<file path="config.mk">
export PLATFORM = sky130hd
export DESIGN_NAME = mem_port_arbiter
export DESIGN_NICKNAME = d
export VERILOG_FILES = /design/src/rtl/mem_port_arb_pkg.sv /design/src/rtl/mem_port_arb_rr.sv /design/src/rtl/mem_port_arbiter.sv
export SDC_FILE = /design/constraint.sdc
export NUM_CORES = 1
export LEC_CHECK = 0
export BUFFER_PORTS_ARGS = -buffer_cell sky130_fd_sc_hd__clkbuf_2
export CORE_MARGIN = 5
export CORE_UTILIZATION = 26
export DETAILED_ROUTE_END_ITERATION = 7
export PLACE_DENSITY = 0.52
export SYNTH_ARGS = -nofsm -noshare
export SYNTH_HDL_FRONTEND = slang
export SYNTH_SLANG_ARGS = --single-unit
export TNS_END_PERCENT = 30
</file>
<file path="constraint.sdc">
create_clock -name clk -period 2.1 [get_ports clk]
set_clock_uncertainty 0.2 [all_clocks]
set_input_delay 0.42 -clock clk [delete_from_list [all_inputs] [get_ports clk]]
set_output_delay 0.42 -clock clk [all_outputs]
set_load 0.01 [all_outputs]
</file>
<file path="src/rtl/mem_port_arb_pkg.sv">
// Shared encodings and constants for the unified memory-port arbiter.
package mem_port_arb_pkg;

  typedef enum logic [1:0] {
    IDLE    = 2'd0,
    BUSY_IF = 2'd1,
    BUSY_D  = 2'd2
  } arb_state_e;

  typedef enum logic {
    OWN_IF = 1'b0,
    OWN_D  = 1'b1
  } owner_e;

  localparam logic [31:0] ABORT_DATA = 32'hDEADBEEF;
  localparam int unsigned TMO_CNT_W  = 8;

endpackage

</file>
<file path="src/rtl/mem_port_arb_rr.sv">
// Two-way round-robin picker; bit OWN_IF is fetch, bit OWN_D is data.
// The pointer moves only when both sides were requesting and advance is set.
module mem_port_arb_rr
  import mem_port_arb_pkg::*;
(
  input  logic       clk,
  input  logic       rst,
  input  logic [1:0] req,
  input  logic       advance,
  output logic [1:0] grant
);

  logic ptr_q;  // 1 = data side preferred
  logic ptr_d;

  // Pick the single requester, or the preferred side on contention.
  always_comb begin
    grant = 2'b00;
    case (req)
      2'b01:   grant = 2'b01;
      2'b10:   grant = 2'b10;
      2'b11:   grant = ptr_q ? 2'b10 : 2'b01;
      default: grant = 2'b00;
    endcase
  end

  // Flip preference only on a contested grant.
  always_comb begin
    ptr_d = ptr_q;
    if (advance && (&req)) ptr_d = ~ptr_q;
  end

  // Pointer register; reset prefers data.
  always_ff @(posedge clk or negedge rst) begin
    if (!rst) ptr_q <= 1'b1;
    else      ptr_q <= ptr_d;
  end

endmodule

</file>
<file path="src/rtl/mem_port_arbiter.sv">
// Shares one memory port between instruction fetch and load/store.
// Optional abort on a stuck memory: define MEM_ARB_TIMEOUT_EN.
module mem_port_arbiter
  import mem_port_arb_pkg::*;
#(
  parameter int unsigned ADDR_W      = 32,
  parameter int unsigned DATA_W      = 32,
  parameter int unsigned TIMEOUT_CYC = 16
) (
  input  logic              clk,
  input  logic              rst,
  input  logic              if_req,
  input  logic [ADDR_W-1:0] if_addr,
  output logic              if_gnt,
  output logic              if_rvalid,
  output logic [DATA_W-1:0] if_rdata,
  input  logic              d_req,
  input  logic              d_we,
  input  logic [ADDR_W-1:0] d_addr,
  input  logic [DATA_W-1:0] d_wdata,
  output logic              d_gnt,
  output logic              d_rvalid,
  output logic [DATA_W-1:0] d_rdata,
  output logic              mem_req,
  output logic              mem_we,
  output logic [ADDR_W-1:0] mem_addr,
  output logic [DATA_W-1:0] mem_wdata,
  input  logic              mem_ack,
  input  logic [DATA_W-1:0] mem_rdata,
  output logic              stall,
  output logic              err
);

  arb_state_e        state_q, state_d;
  logic              if_gnt_q, if_gnt_d;
  logic              d_gnt_q, d_gnt_d;
  logic              if_rvalid_q, if_rvalid_d;
  logic              d_rvalid_q, d_rvalid_d;
  logic [DATA_W-1:0] if_rdata_q, if_rdata_d;
  logic [DATA_W-1:0] d_rdata_q, d_rdata_d;
  logic              mem_req_q, mem_req_d;
  logic              we_q, we_d;
  logic [ADDR_W-1:0] addr_q, addr_d;
  logic [DATA_W-1:0] wdata_q, wdata_d;
  logic [1:0]        rr_grant;
  logic              rr_adv;
  logic [DATA_W-1:0] done_data;

`ifdef MEM_ARB_TIMEOUT_EN
  logic [TMO_CNT_W-1:0] cnt_q, cnt_d;
  logic                 err_q, err_d;
`else
  // Keeps the timeout parameter referenced when the feature is compiled out.
  logic [31:0] unused_tmo;
  assign unused_tmo = 32'(TIMEOUT_CYC);
`endif

  mem_port_arb_rr u_rr (
    .clk     (clk),
    .rst     (rst),
    .req     ({d_req, if_req}),
    .advance (rr_adv),
    .grant   (rr_grant)
  );

  // Stores complete with zero read data.
  assign done_data = we_q ? '0 : mem_rdata;

  // Next-state, latch and completion logic.
  always_comb begin
    state_d     = state_q;
    if_gnt_d    = 1'b0;
    d_gnt_d     = 1'b0;
    if_rvalid_d = 1'b0;
    d_rvalid_d  = 1'b0;
    if_rdata_d  = if_rdata_q;
    d_rdata_d   = d_rdata_q;
    mem_req_d   = mem_req_q;
    we_d        = we_q;
    addr_d      = addr_q;
    wdata_d     = wdata_q;
    rr_adv      = 1'b0;
`ifdef MEM_ARB_TIMEOUT_EN
    cnt_d       = cnt_q;
    err_d       = 1'b0;
`endif
    case (state_q)
      IDLE: begin
        mem_req_d = 1'b0;
        rr_adv    = 1'b1;
`ifdef MEM_ARB_TIMEOUT_EN
        cnt_d     = '0;
`endif
        if (rr_grant[OWN_D]) begin
          state_d   = BUSY_D;
          d_gnt_d   = 1'b1;
          mem_req_d = 1'b1;
          we_d      = d_we;
          addr_d    = d_addr;
          wdata_d   = d_wdata;
        end else if (rr_grant[OWN_IF]) begin
          state_d   = BUSY_IF;
          if_gnt_d  = 1'b1;
          mem_req_d = 1'b1;
          we_d      = 1'b0;
          addr_d    = if_addr;
          wdata_d   = '0;
        end
      end
      BUSY_IF, BUSY_D: begin
        if (mem_ack) begin
          state_d   = IDLE;
          mem_req_d = 1'b0;
          if (state_q == BUSY_D) begin
            d_rvalid_d = 1'b1;
            d_rdata_d  = done_data;
          end else begin
            if_rvalid_d = 1'b1;
            if_rdata_d  = done_data;
          end
        end
`ifdef MEM_ARB_TIMEOUT_EN
        else if (cnt_q == TMO_CNT_W'(TIMEOUT_CYC - 1)) begin
          state_d   = IDLE;
          mem_req_d = 1'b0;
          err_d     = 1'b1;
          if (state_q == BUSY_D) begin
            d_rvalid_d = 1'b1;
            d_rdata_d  = DATA_W'(ABORT_DATA);
          end else begin
            if_rvalid_d = 1'b1;
            if_rdata_d  = DATA_W'(ABORT_DATA);
          end
        end else begin
          cnt_d = cnt_q + TMO_CNT_W'(1);
        end
`endif
      end
      default: begin
        state_d   = IDLE;
        mem_req_d = 1'b0;
      end
    endcase
  end

  // State and output registers; reset abandons any transaction in flight.
  always_ff @(posedge clk or negedge rst) begin
    if (!rst) begin
      state_q     <= IDLE;
      if_gnt_q    <= 1'b0;
      d_gnt_q     <= 1'b0;
      if_rvalid_q <= 1'b0;
      d_rvalid_q  <= 1'b0;
      if_rdata_q  <= '0;
      d_rdata_q   <= '0;
      mem_req_q   <= 1'b0;
      we_q        <= 1'b0;
      addr_q      <= '0;
      wdata_q     <= '0;
    end else begin
      state_q     <= state_d;
      if_gnt_q    <= if_gnt_d;
      d_gnt_q     <= d_gnt_d;
      if_rvalid_q <= if_rvalid_d;
      d_rvalid_q  <= d_rvalid_d;
      if_rdata_q  <= if_rdata_d;
      d_rdata_q   <= d_rdata_d;
      mem_req_q   <= mem_req_d;
      we_q        <= we_d;
      addr_q      <= addr_d;
      wdata_q     <= wdata_d;
    end
  end

`ifdef MEM_ARB_TIMEOUT_EN
  // Wait counter and abort flag.
  always_ff @(posedge clk or negedge rst) begin
    if (!rst) begin
      cnt_q <= '0;
      err_q <= 1'b0;
    end else begin
      cnt_q <= cnt_d;
      err_q <= err_d;
    end
  end
  assign err = err_q;
`else
  assign err = 1'b0;
`endif

  assign if_gnt    = if_gnt_q;
  assign d_gnt     = d_gnt_q;
  assign if_rvalid = if_rvalid_q;
  assign d_rvalid  = d_rvalid_q;
  assign if_rdata  = if_rdata_q;
  assign d_rdata   = d_rdata_q;
  assign mem_req   = mem_req_q;
  assign mem_we    = we_q;
  assign mem_addr  = addr_q;
  assign mem_wdata = wdata_q;

  // Freeze the pipeline while anyone waits or a transaction is owned.
  assign stall = if_req | d_req | (state_q != IDLE);

endmodule

</file>
### Yosys cells after proc, flatten, opt, wreduce, memory -nomap -nowiden

Index checks and enable logic that the tools add are counted.

* bits in latches: 0
* register bits: 137
* bits in read-only memories: 0
* word-level logic and storage cells: 61
* memories: 0
* RAM bits: 0
* output and inout bits: 136
* input port bits: 134

* equality and inequality tests: 7
* $lt $le $gt $ge: 0
* muxes and demuxes: 28
* shifts and indexed selects: 0
* bitwise operators: 4
* add/subtract/negate cells: 0
* multipliers: 0
* reduce and logical (&&, ||, !) cells: 10
* divide/modulo/power cells: 0

Operators by type and width (number)
* $mux 32: 5
* $mux 1: 16
* $mux 2: 4
* $eq 2x2->1 const B: 3
* $pmux 2 s3: 1
* $reduce_and 2->1: 3
* $reduce_and 3->1: 2
* $eq 2x1->1 const B: 2
* $pmux 2 s2: 1
* $reduce_bool 2->1: 2
* $ne 3x3->1 const B: 1
* $logic_not 2->1: 1
* $ne 2x2->1 const B: 1
* $not 1->1: 2
* $or 1x1->1: 2
* $pmux 1 s2: 1
* $reduce_or 2->1: 1
* $logic_and 1x1->1: 1

### Longest topological paths before layout

Gate-level depths: netlist of run 1.

* word-level depth: 5
* mapped depth: 8
* mapped depth without buffers: 5

### Cells and area by module

A second synthesis of run 1 with hierarchy kept.

* cell total of the unflattened synthesis: 499
* area, all modules: 5512.8 um2

By module, submodules not included
* mem_port_arbiter: seq. area each 3403.3 um2, area an instance 5454.0 um2, cells each 493, instances 1
* mem_port_arb_rr: seq. area each 26.3 um2, area an instance 58.8 um2, cells each 6, instances 1

### Least setup slack after synthesis of run 1

No wires, ideal clock.

* kind: flip-flop to flip-flop
* from: register state_q[0]
* to: register wdata_q[10], in the netlist mem_wdata[10]
* stages on the path, launching flop included: 9
* setup slack: 337 ps
* clock period less this slack: 1763 ps
* buffers on the path: 4
* data required time: 1779 ps
* setup time: 121 ps
* arrival time: 1442 ps
* cell sequence: dfrtp_1 > inv_1 > ha_1 > buf_2 > o21ai_1 > buf_2 > buf_4 > buf_4 > a22o_1

* longest elaborated chain between the ends: 2

Ends and longest elaborated chain
* start: declaration: line mem_port_arbiter.sv:34 `arb_state_e state_q, state_d;`
* start signal: assignment: line mem_port_arbiter.sv:161 `state_q <= state_d;`
* $logic_not 2->1: line mem_port_arbiter.sv:87 `case (state_q)`
* $reduce_and 2->1 (no source line)
* end signal: assignment: line mem_port_arbiter.sv:171 `wdata_q <= wdata_d;`
* end: declaration: line mem_port_arbiter.sv:44 `logic [DATA_W-1:0] wdata_q, wdata_d;`

No other way between the ends.
A chain may end at the register's enable or synchronous reset.

### Worst setup path in the final report of run 1

* from: register state_q[1]
* to: output stall

* longest elaborated chain between the ends: 2

Ends and longest elaborated chain
* $reduce_bool 2->1: line mem_port_arbiter.sv:203 `assign stall = if_req | d_req | (state_q != IDLE);`
* $or 1x1->1: line mem_port_arbiter.sv:203
* end: declaration: line mem_port_arbiter.sv:30 `output logic stall,`

No other way between the ends.

==> reports/qor.txt, run 1 <==
Simple-Gate Fraction of Synth Area - 12.7%
CTS tree - yes
Routability Congestion - 0.731
Mapped Area - 0.00536 sq mm
Vias per std cell - 4.31
Adder-cell area share of the yosys netlist - 0.467%
Placement row count - 52
Die ar. - 0.0236 sq mm
Mapped Cells - 457
Multiplexer share of the synthesized area - 0.187%
Slew Limit Fails - 0
Die Y - 154 um
Most common cell after layout, fill and taps aside - clkbuf_2
Clock Sinks - 137
CP Max Fanout - 4
Setup tns final - 0 ns
First-pass DRT Iterations - 4
Power per cell area - 1550 mW/mm^2
Initial Utilization - 26.5%
Compound-cell area share of the yosys netlist - 18.8%
Worst hold path class - in2reg
Layout cells sized above 1 - 43.9%
Total grt overflow - 0
Via Count - 4339
Syn_nets - 593
RSZ-0062 raised after global routing - false
Final-report hold violation count - 0
Final #Nets - 859
Main combinational cell family by area after synthesis - compound AO/OA/AOI/OAI gates
Leakage - 3.94 nW
Maxcap violations - 0
Clock root cell - clkbuf_16
Yosys warns - 0
First-pass GRT wire length - 26100 um
Initial antenna violation count - 1
Clock-pin slew on the worst setup and hold paths - 0.06 ns
Critical Path AT - 1.38 ns
Crit path kind - reg2out
Antenna-violating nets left - 0
Max Clk Rate - 0.499 GHz
DRT iter0 DRCs - 122
Core ar. - 0.0202 sq mm
Post-Route WL - 16100 um
Vias in the first global route - 4856
Critical path capture point type - primary output
Final min period - 2.00 ns
Die W - 154 um
Yosys reg bits - 137
Critical Path RT - 1.48 ns
P&R area growth vs syn - 44.4%
Hold_ws - 0.0294 ns
Final period util - 95.4%
Avg Cell Area, Syn - 11.7 sq um
Port Buffers - 268
Util after Layout - 38.3%
CTS Buffer Depth - 2
Avg WL per Cell - 16.0 um
Status - completed
CP Launch Type - flip-flop
Largest net degree at the start of global routing - 67
Peak supply drop - 0.532 mV
I/O Pins - 270
CTS Buf Count - 17
Antenna diodes - 0
Drt drc - 0
Cell variety after synth - 25
GRT Resource Usage Total - 13.9%
Postcts setup bufs - 0
Final Setup Violations - 0
Most frequent cells in the layout - clkbuf_2 (267), dfrtp_1 (136), nand2_1 (67)
Sequential area share after synthesis - 64.0%
Worst skew pair latency - 0.41 ns
Dpl hpwl - 11500 um
Fill cells - 2050
H-tree depth - 4
Synth Area in XOR/XNOR - 0.163%
[routing by layer]
layer,GRT usage [%],routed length (um),up-vias
li1,-,-,2126
met1,17.2,7010,2014
met2,22.1,7490,181
met3,5.62,1310,16
met4,4.46,229,2
met5,0,13,-
[cell type report]
type                            count  area (sq um)  share of cell area (%)
Multi-Input combinational cell    277          1770                    22.8
Tap cell                          270           338                    4.36
Inverter                            8          30.0                   0.388
Timing Repair Buffer              282          1530                    19.8
Clock inverter                     13           191                    2.47
Sequential cell                   137          3430                    44.3
Clock buffer                       19           453                    5.85
[power by group]
group | switching [mW] | internal [mW] | total, mW | leakage [nW]
Clock | 1.19 | 2.07 | 3.26 | 0.307
Combinational | 2.37 | 1.98 | 4.35 | 1.94
Sequential | 0.615 | 3.77 | 4.39 | 1.70
Total | 4.18 | 7.81 | 12.0 | 3.94
[Yosys cell counts]
master / count / area [sq um]
a21oi_1: 2 / 10.0
a22o_1: 33 / 289
buf_2: 8 / 40.0
buf_4: 5 / 37.5
clkbuf_1: 22 / 82.6
conb_1: 1 / 3.75
dfrtp_1: 136 / 3400
dfstp_2: 1 / 26.3
ha_1: 2 / 25.0
inv_1: 6 / 22.5
inv_2: 2 / 7.51
mux2i_1: 1 / 10.0
nand2_1: 68 / 255
nand2b_1: 64 / 400
nand3_1: 2 / 10.0
nand3b_1: 1 / 7.51
nor2_1: 1 / 3.75
nor2b_1: 1 / 6.26
o211ai_2: 1 / 12.5
o21ai_0: 53 / 265
o21ai_1: 13 / 65.1
o221a_1: 29 / 327
o221a_2: 3 / 33.8
o22ai_1: 1 / 6.26
xnor2_1: 1 / 8.76
[flip-flops by register name (all words and copies together) (netlist names)]
register,count
mem_we,1
if_rdata,32
mem_addr,32
u_rr.ptr_q,1
if_gnt,1
d_gnt,1
mem_req,1
d_rdata,32
d_rvalid,1
state_q,2
if_rvalid,1
mem_wdata,32
[critical path, cell delays in order, from the launching register on]
cell      delay (ns)
dfrtp_1         0.38
inv_1           0.11
ha_4            0.16
buf_4           0.13
nand2_1         0.05
clkbuf_2        0.13
[cells by family (layout without fill, tap and decap cells)]
| family | count (synthesis) | after routing |
|---|---|---|
| AND/OR/NAND/NOR | 137 | 137 |
| adder cells (fa/ha/maj) | 2 | 2 |
| XOR/XNOR | 1 | 1 |
| buffers and inverters | 43 | 322 |
| AO/OA/AOI/OAI | 135 | 135 |
| flip-flops | 137 | 137 |
| multiplexers | 1 | 1 |
| other | 1 | 1 |
[timing repair]
action	4_1_cts	5_1_grt
hold buffers	2	0
gates resized for setup	1	2
hold endpoints to repair	31	0
endpoints found under the setup margin	1	1
[stage by stage]
step / setup slack (ns) / cell area, sq um / power [mW] / std cells
after floorplan: 0.337 / 5360 / 6.83 / 457
after global placement: 0.365 / 7060 / 8.82 / 972
after detailed placement: 0.359 / 7060 / 8.87 / 972
after CTS: 0.0136 / 7730 / 12.2 / 1006
after global routing: 0.00723 / 7740 / 12.9 / 1006
final: 0.0972 / 7740 / 12.0 / 1006
[worst paths after layout]
check                      slack (ns)  depth (start not counted)           end   startpoint
setup reg to reg                 0.42                          7   mem_addr[9]   state_q[1]
setup / recovery                  0.1                          5         stall   state_q[1]
max in group asynchronous        0.82                          3    u_rr.ptr_q          rst
hold / removal                   0.03                          2  mem_wdata[3]   d_wdata[3]
hold reg to reg                  0.28                          2   d_rdata[28]  d_rdata[28]
min in group asynchronous        0.26                          2  mem_addr[28]          rst
(Power assumes the default switching activity.)
==> inputs of run 2 (changes only) <==
--- a/config.mk
+++ b/config.mk
@@ -10,6 +10,7 @@
 export CORE_UTILIZATION = 26
 export DETAILED_ROUTE_END_ITERATION = 7
 export PLACE_DENSITY = 0.52
+export SETUP_SLACK_MARGIN = 0.15
 export SYNTH_ARGS = -nofsm -noshare
 export SYNTH_HDL_FRONTEND = slang
 export SYNTH_SLANG_ARGS = --single-unit
==> reports/qor.txt, run 2 (same netlist as run 1, synthesis figures left out) <==
Peak supply drop - 0.547 mV (was 0.532 mV)
Vias per std cell - 4.31 (about the same)
Hold Startpoint - d_wdata[3] (unchanged)
Vias in the first global route - 4885 (was 4856)
Final period util - 89.9% (was 95.4%)
Crit path kind - reg2out (unchanged)
Clock-pin slew on the worst setup and hold paths - 0.06 ns (about the same)
Die W - 154 um (unchanged)
Critical Path, Cell by Cell - inv_2 > ha_4 > buf_6 > nand2_2 > buf_6 (was inv_1 > ha_4 > buf_4 > nand2_1 > clkbuf_2)
Most frequent cells in the layout - clkbuf_2 (266), dfrtp_1 (136), nand2_1 (66) (was clkbuf_2 (267), dfrtp_1 (136), nand2_1 (67))
Reg2reg start - state_q[1] (unchanged)
First-pass GRT wire length - 26200 um (was 26100 um)
Antenna-violating nets left - 0 (unchanged)
Final Setup Violations - 0 (unchanged)
I/O Pins - 270 (unchanged)
DRT iter0 DRCs - 123 (was 122)
Most common cell after layout, fill and taps aside - clkbuf_2 (unchanged)
RSZ-0062 raised after global routing - true (was false)
Final #Nets - 863 (was 859)
Layout cells sized above 1 - 44.5% (was 43.9%)
Setup tns final - 0 ns (unchanged)
Initial Utilization - 26.5% (unchanged)
Slew Limit Fails - 0 (unchanged)
Placement row count - 52 (unchanged)
Met1 WL - 7010 um (about the same)
Total grt overflow - 0 (unchanged)
Dpl hpwl - 11500 um (unchanged)
CP Max Fanout - 2 (was 4)
Critical Path RT - 1.48 ns (about the same)
CTS Buf Count - 17 (unchanged)
Avg WL per Cell - 16.0 um (about the same)
Power per cell area - 1550 mW/mm^2 (about the same)
Crit path buf inv count - 3 (unchanged)
Antenna diodes - 0 (unchanged)
Most frequent cell on the critical path - buf_6
Met3 wire length - 1290 um (was 1310 um)
Via Count - 4351 (was 4339)
Max layer used - met5 (unchanged)
Die ar. - 0.0236 sq mm (unchanged)
Final-report hold violation count - 0 (unchanged)
CTS tree - yes (unchanged)
Final min period - 1.89 ns (was 2.00 ns)
Clock Sinks - 137 (unchanged)
CP top delay family - flip-flops (unchanged)
Core ar. - 0.0202 sq mm (unchanged)
P&R area growth vs syn - 45.2% (was 44.4%)
Status - completed (unchanged)
CP Launch Type - flip-flop (unchanged)
Initial antenna violation count - 1 (unchanged)
Max Clk Rate - 0.529 GHz (was 0.499 GHz)
CTS Buffer Depth - 2 (unchanged)
Post-Route WL - 16100 um (about the same)
Leakage - 3.97 nW (was 3.94 nW)
Critical path capture point type - primary output (unchanged)
Clock root cell - clkbuf_16 (unchanged)
Routability Congestion - 0.731 (unchanged)
Die Y - 154 um (unchanged)
Port Buffers - 268 (unchanged)
First-pass DRT Iterations - 4 (unchanged)
Place WS - 0.359 ns (unchanged)
Critical Path Slowest Stage Cell - dfrtp_1 (unchanged)
CP startpoint - state_q[1] (unchanged)
GRT Resource Usage Total - 13.9% (about the same)
Worst hold path class - in2reg (unchanged)
Met2 Routed Length - 7590 um (was 7490 um)
Pwr Total - 12.1 mW (was 12.0 mW)
Worst skew pair latency - 0.41 ns (about the same)
Max incr delay on CP - 0.39 ns (was 0.38 ns)
Critical Path AT - 1.27 ns (was 1.38 ns)
Drt drc - 0 (unchanged)
Maxcap violations - 0 (unchanged)
Worst Slack Setup Final - 0.211 ns (was 0.0972 ns)
Largest net degree at the start of global routing - 67 (unchanged)
H-tree depth - 4 (unchanged)
[run 2: path summary, 6_finish.rpt]
kind | endpoint | slack, ns | cells after the start
worst max-delay path | stall | 0.21 | 5
max in group asynchronous | u_rr.ptr_q | 0.82 | 3
worst min-delay path | mem_wdata[3] | 0.03 | 2
worst min register to register | d_rdata[28] | 0.28 | 2
worst max register to register | mem_addr[28] | 0.35 | 8
min in group asynchronous | mem_addr[28] | 0.26 | 2
[run 2: report_power, final]
group | internal [mW] | total, mW | switching [mW]
Sequential | 3.77 | 4.39 | 0.617
Clock | 2.07 | 3.25 | 1.19
Combinational | 2.02 | 4.41 | 2.39
[run 2: stage by stage]
step	hold WS (ns)	utilization (%)	area, sq um	instances
floorplan	-0.0756	-	5360	457
global placement	0.136	34.9	7060	972
detailed placement	0.131	34.9	7060	972
CTS	0.000520	38.4	7770	1009
global route	0.00350	38.5	7780	1010
finish	0.0297	38.5	7780	1010
[run 2: layer usage]
layer  track usage, %  up-vias
met2             22.2      176
met3             5.62       16
met4             4.46        2
li1                 -     2131
met5                0        -
met1             17.3     2026
[run 2: what timing repair did]
| action | 4_1_cts | 5_1_grt |
|---|---|---|
| hold buffers | 2 | 0 |
| hold endpoints to repair | 31 | 0 |
| setup buffers | 3 | 1 |
| pin swaps | 1 | 1 |
| gates resized for setup | 5 | 3 |
| setup endpoints to repair | 1 | 1 |
[run 2: worst reg2reg max path: stages (launching register included)]
cell and delay (ns):
dfrtp_1 0.36, inv_2 0.06, ha_4 0.16, buf_6 0.11, buf_4 0.14, o21ai_4 0.06
buf_12 0.30, nand2b_1 0.12, o221a_1 0.13
[run 2: final cells by class]
class | count | area (sq um)
Clock inverter | 13 | 191
Tap cell | 270 | 338
Fill cell | 2046 | 12500
Multi-Input combinational cell | 277 | 1770
Inverter | 8 | 30.0
Timing Repair Buffer | 286 | 1570
Sequential cell | 137 | 3430
Clock buffer | 19 | 453
==> inputs of run 3 (changes only) <==
--- a/config.mk
+++ b/config.mk
@@ -8,6 +8,7 @@
 export BUFFER_PORTS_ARGS = -buffer_cell sky130_fd_sc_hd__clkbuf_2
 export CORE_MARGIN = 5
 export CORE_UTILIZATION = 26
+export CTS_BUF_LIST = sky130_fd_sc_hd__clkbuf_8
 export DETAILED_ROUTE_END_ITERATION = 7
 export PLACE_DENSITY = 0.52
 export SETUP_SLACK_MARGIN = 0.15
==> reports/qor.txt, run 3 (same netlist as run 1, synthesis figures left out) <==
Final min period - 1.92 ns (was 1.89 ns)
RSZ-0062 raised after global routing - true (unchanged)
Util after Layout - 39.8% (was 38.5%)
Placement row count - 52 (unchanged)
Die W - 154 um (unchanged)
Drt drc - 0 (unchanged)
Critical path capture point type - primary output (unchanged)
Vias in the first global route - 5154 (was 4885)
Initial Utilization - 26.5% (unchanged)
P&R area growth vs syn - 50.3% (was 45.2%)
Dpl hpwl - 11500 um (unchanged)
Antenna-violating nets left - 0 (unchanged)
Clock Sinks - 137 (unchanged)
Status - completed (unchanged)
Routability Congestion - 0.731 (unchanged)
CTS tree - yes (unchanged)
CTS Buffer Depth - 2 (unchanged)
RR Endpoint - mem_addr[25] (was mem_addr[28])
Critical Path AT - 1.30 ns (was 1.27 ns)
Final #Nets - 909 (was 863)
Via Count - 4565 (was 4351)
Peak supply drop - 0.554 mV (was 0.547 mV)
Clock-pin slew on the worst setup and hold paths - 0.08 ns (was 0.06 ns)
Register area - 0.00343 sq mm (unchanged)
DRT iter0 DRCs - 161 (was 123)
Setup tns final - 0 ns (unchanged)
First-pass GRT wire length - 27000 um (was 26200 um)
Maxcap violations - 0 (unchanged)
Most frequent cell on the critical path - buf_6 (unchanged)
Most common cell after layout, fill and taps aside - clkbuf_2 (unchanged)
Most frequent cells in the layout - clkbuf_2 (266), dfrtp_1 (136), nand2_1 (66) (unchanged)
Hold path endpoint - d_rdata[3] (was mem_wdata[3])
Max Clk Rate - 0.521 GHz (was 0.529 GHz)
Design area - 0.00805 sq mm (was 0.00778 sq mm)
CP Max Fanout - 2 (unchanged)
Reg2reg start - state_q[1] (unchanged)
Critical Path RT - 1.48 ns (about the same)
GRT Resource Usage Total - 14.3% (was 13.9%)
Fin cells - 1057 (was 1010)
Fill cells - 2017 (was 2046)
Dpl cell area - 0.00706 sq mm (unchanged)
Final Setup Violations - 0 (unchanged)
Slew Limit Fails - 0 (unchanged)
FF-to-FF setup slack - 0.35 ns (about the same)
Multi-input gate area - 0.00177 sq mm (unchanged)
Clock root cell - clkbuf_8 (was clkbuf_16)
Hold Startpoint - mem_rdata[3] (was d_wdata[3])
Avg WL per Cell - 15.7 um (was 16.0 um)
Placed Instances - 972 (unchanged)
Final period util - 91.3% (was 89.9%)
Max incr delay on CP - 0.40 ns (was 0.39 ns)
Post-Route WL - 16600 um (was 16100 um)
CTS Buf Count - 17 (unchanged)
Critical Path Slowest Stage Cell - dfrtp_1 (unchanged)
Port Buffers - 268 (unchanged)
Worst hold path class - in2reg (unchanged)
Layout cells sized above 1 - 41.9% (was 44.5%)
Worst skew pair latency - 0.43 ns (was 0.41 ns)
Core ar. - 0.0202 sq mm (unchanged)
Largest net degree at the start of global routing - 67 (unchanged)
I/O Pins - 270 (unchanged)
H-tree depth - 4 (unchanged)
First-pass DRT Iterations - 4 (unchanged)
Die Y - 154 um (unchanged)
Hold path depth - 3 (was 2)
Power per cell area - 1410 mW/mm^2 (was 1550 mW/mm^2)
Total grt overflow - 0 (unchanged)
Worst R2R Path Depth - 8 (unchanged)
Critical Path, Cell by Cell - inv_2 > ha_4 > buf_6 > nand2_2 > buf_6 (unchanged)
Leakage - 4.07 nW (was 3.97 nW)
Vias per std cell - 4.32 (was 4.31)
CP Launch Type - flip-flop (unchanged)
Crit path kind - reg2out (unchanged)
Initial antenna violation count - 1 (unchanged)
Die ar. - 0.0236 sq mm (unchanged)
Final-report hold violation count - 0 (unchanged)
==> run 3: changes by cell type in the layout (fill, tap and decap cells not counted), sizes merged <==
cell / change
dlygate4sd3: +46
diode: +1
==> run 3: final cells by class <==
class / instances / share of cell area, %
diodes: 1 / 0.0311
inverters: 8 / 0.373
multi-input cells: 277 / 22.0
repair buffers: 332 / 25.2
clock inverters: 13 / 2.38
well taps: 270 / 4.19
flip-flops and latches: 137 / 42.6
clock buffers: 19 / 3.25
==> run 3: how the worst max path moves through the flow <==
stage,start,end,slack [ns],cells past startpoint
after detailed placement,state_q[0],mem_addr[25],0.36,7
after floorplan,state_q[0],mem_wdata[10],0.34,8
after global placement,state_q[1],mem_addr[9],0.36,7
final,state_q[1],stall,0.18,5
after global routing,state_q[1],stall,0.09,5
after CTS,state_q[1],stall,0.11,5
==> run 3: worst max-delay path, delay by kind of cell (launching register included) <==
family	cells	cell delay [ns]
simple gates	1	0.04
flops	1	0.40
fa+ha+maj	1	0.13
buf+inv	3	0.29
==> run 3: routing by layer <==
| layer | routed length (um) | global-route usage (%) |
|---|---|---|
| met5 | 0 | 0 |
| met4 | 418 | 5.80 |
| met3 | 1220 | 5.00 |
| met2 | 7730 | 22.9 |
| met1 | 7210 | 17.7 |
==> run 3: timing repair <==
action / 4_1_cts / 5_1_grt
resized for setup: 6 / 3
hold buffers: 48 / 0
endpoints found under the hold margin: 78 / 0
pin swaps: 1 / 1
endpoints found under the setup margin: 1 / 1
buffers inserted: 3 / 1
==> run 3: stage by stage <==
step / setup slack, ns / total power [mW] / hold WS (ns)
CTS: 0.115 / 11.6 / 0.000484
finish: 0.182 / 11.3 / 0.0463
floorplan: 0.337 / 6.83 / -0.0756
global placement: 0.365 / 8.82 / 0.136
global route: 0.0858 / 12.2 / 0.00514
detailed placement: 0.359 / 8.87 / 0.131
==> run 3: report_power, final <==
part	total (mW)	internal, mW	leakage (nW)	switching [mW]
combinational	4.49	2.08	2.15	2.41
clock	2.47	1.37	0.219	1.10
sequential	4.38	3.76	1.70	0.619
total	11.3	7.22	4.07	4.13
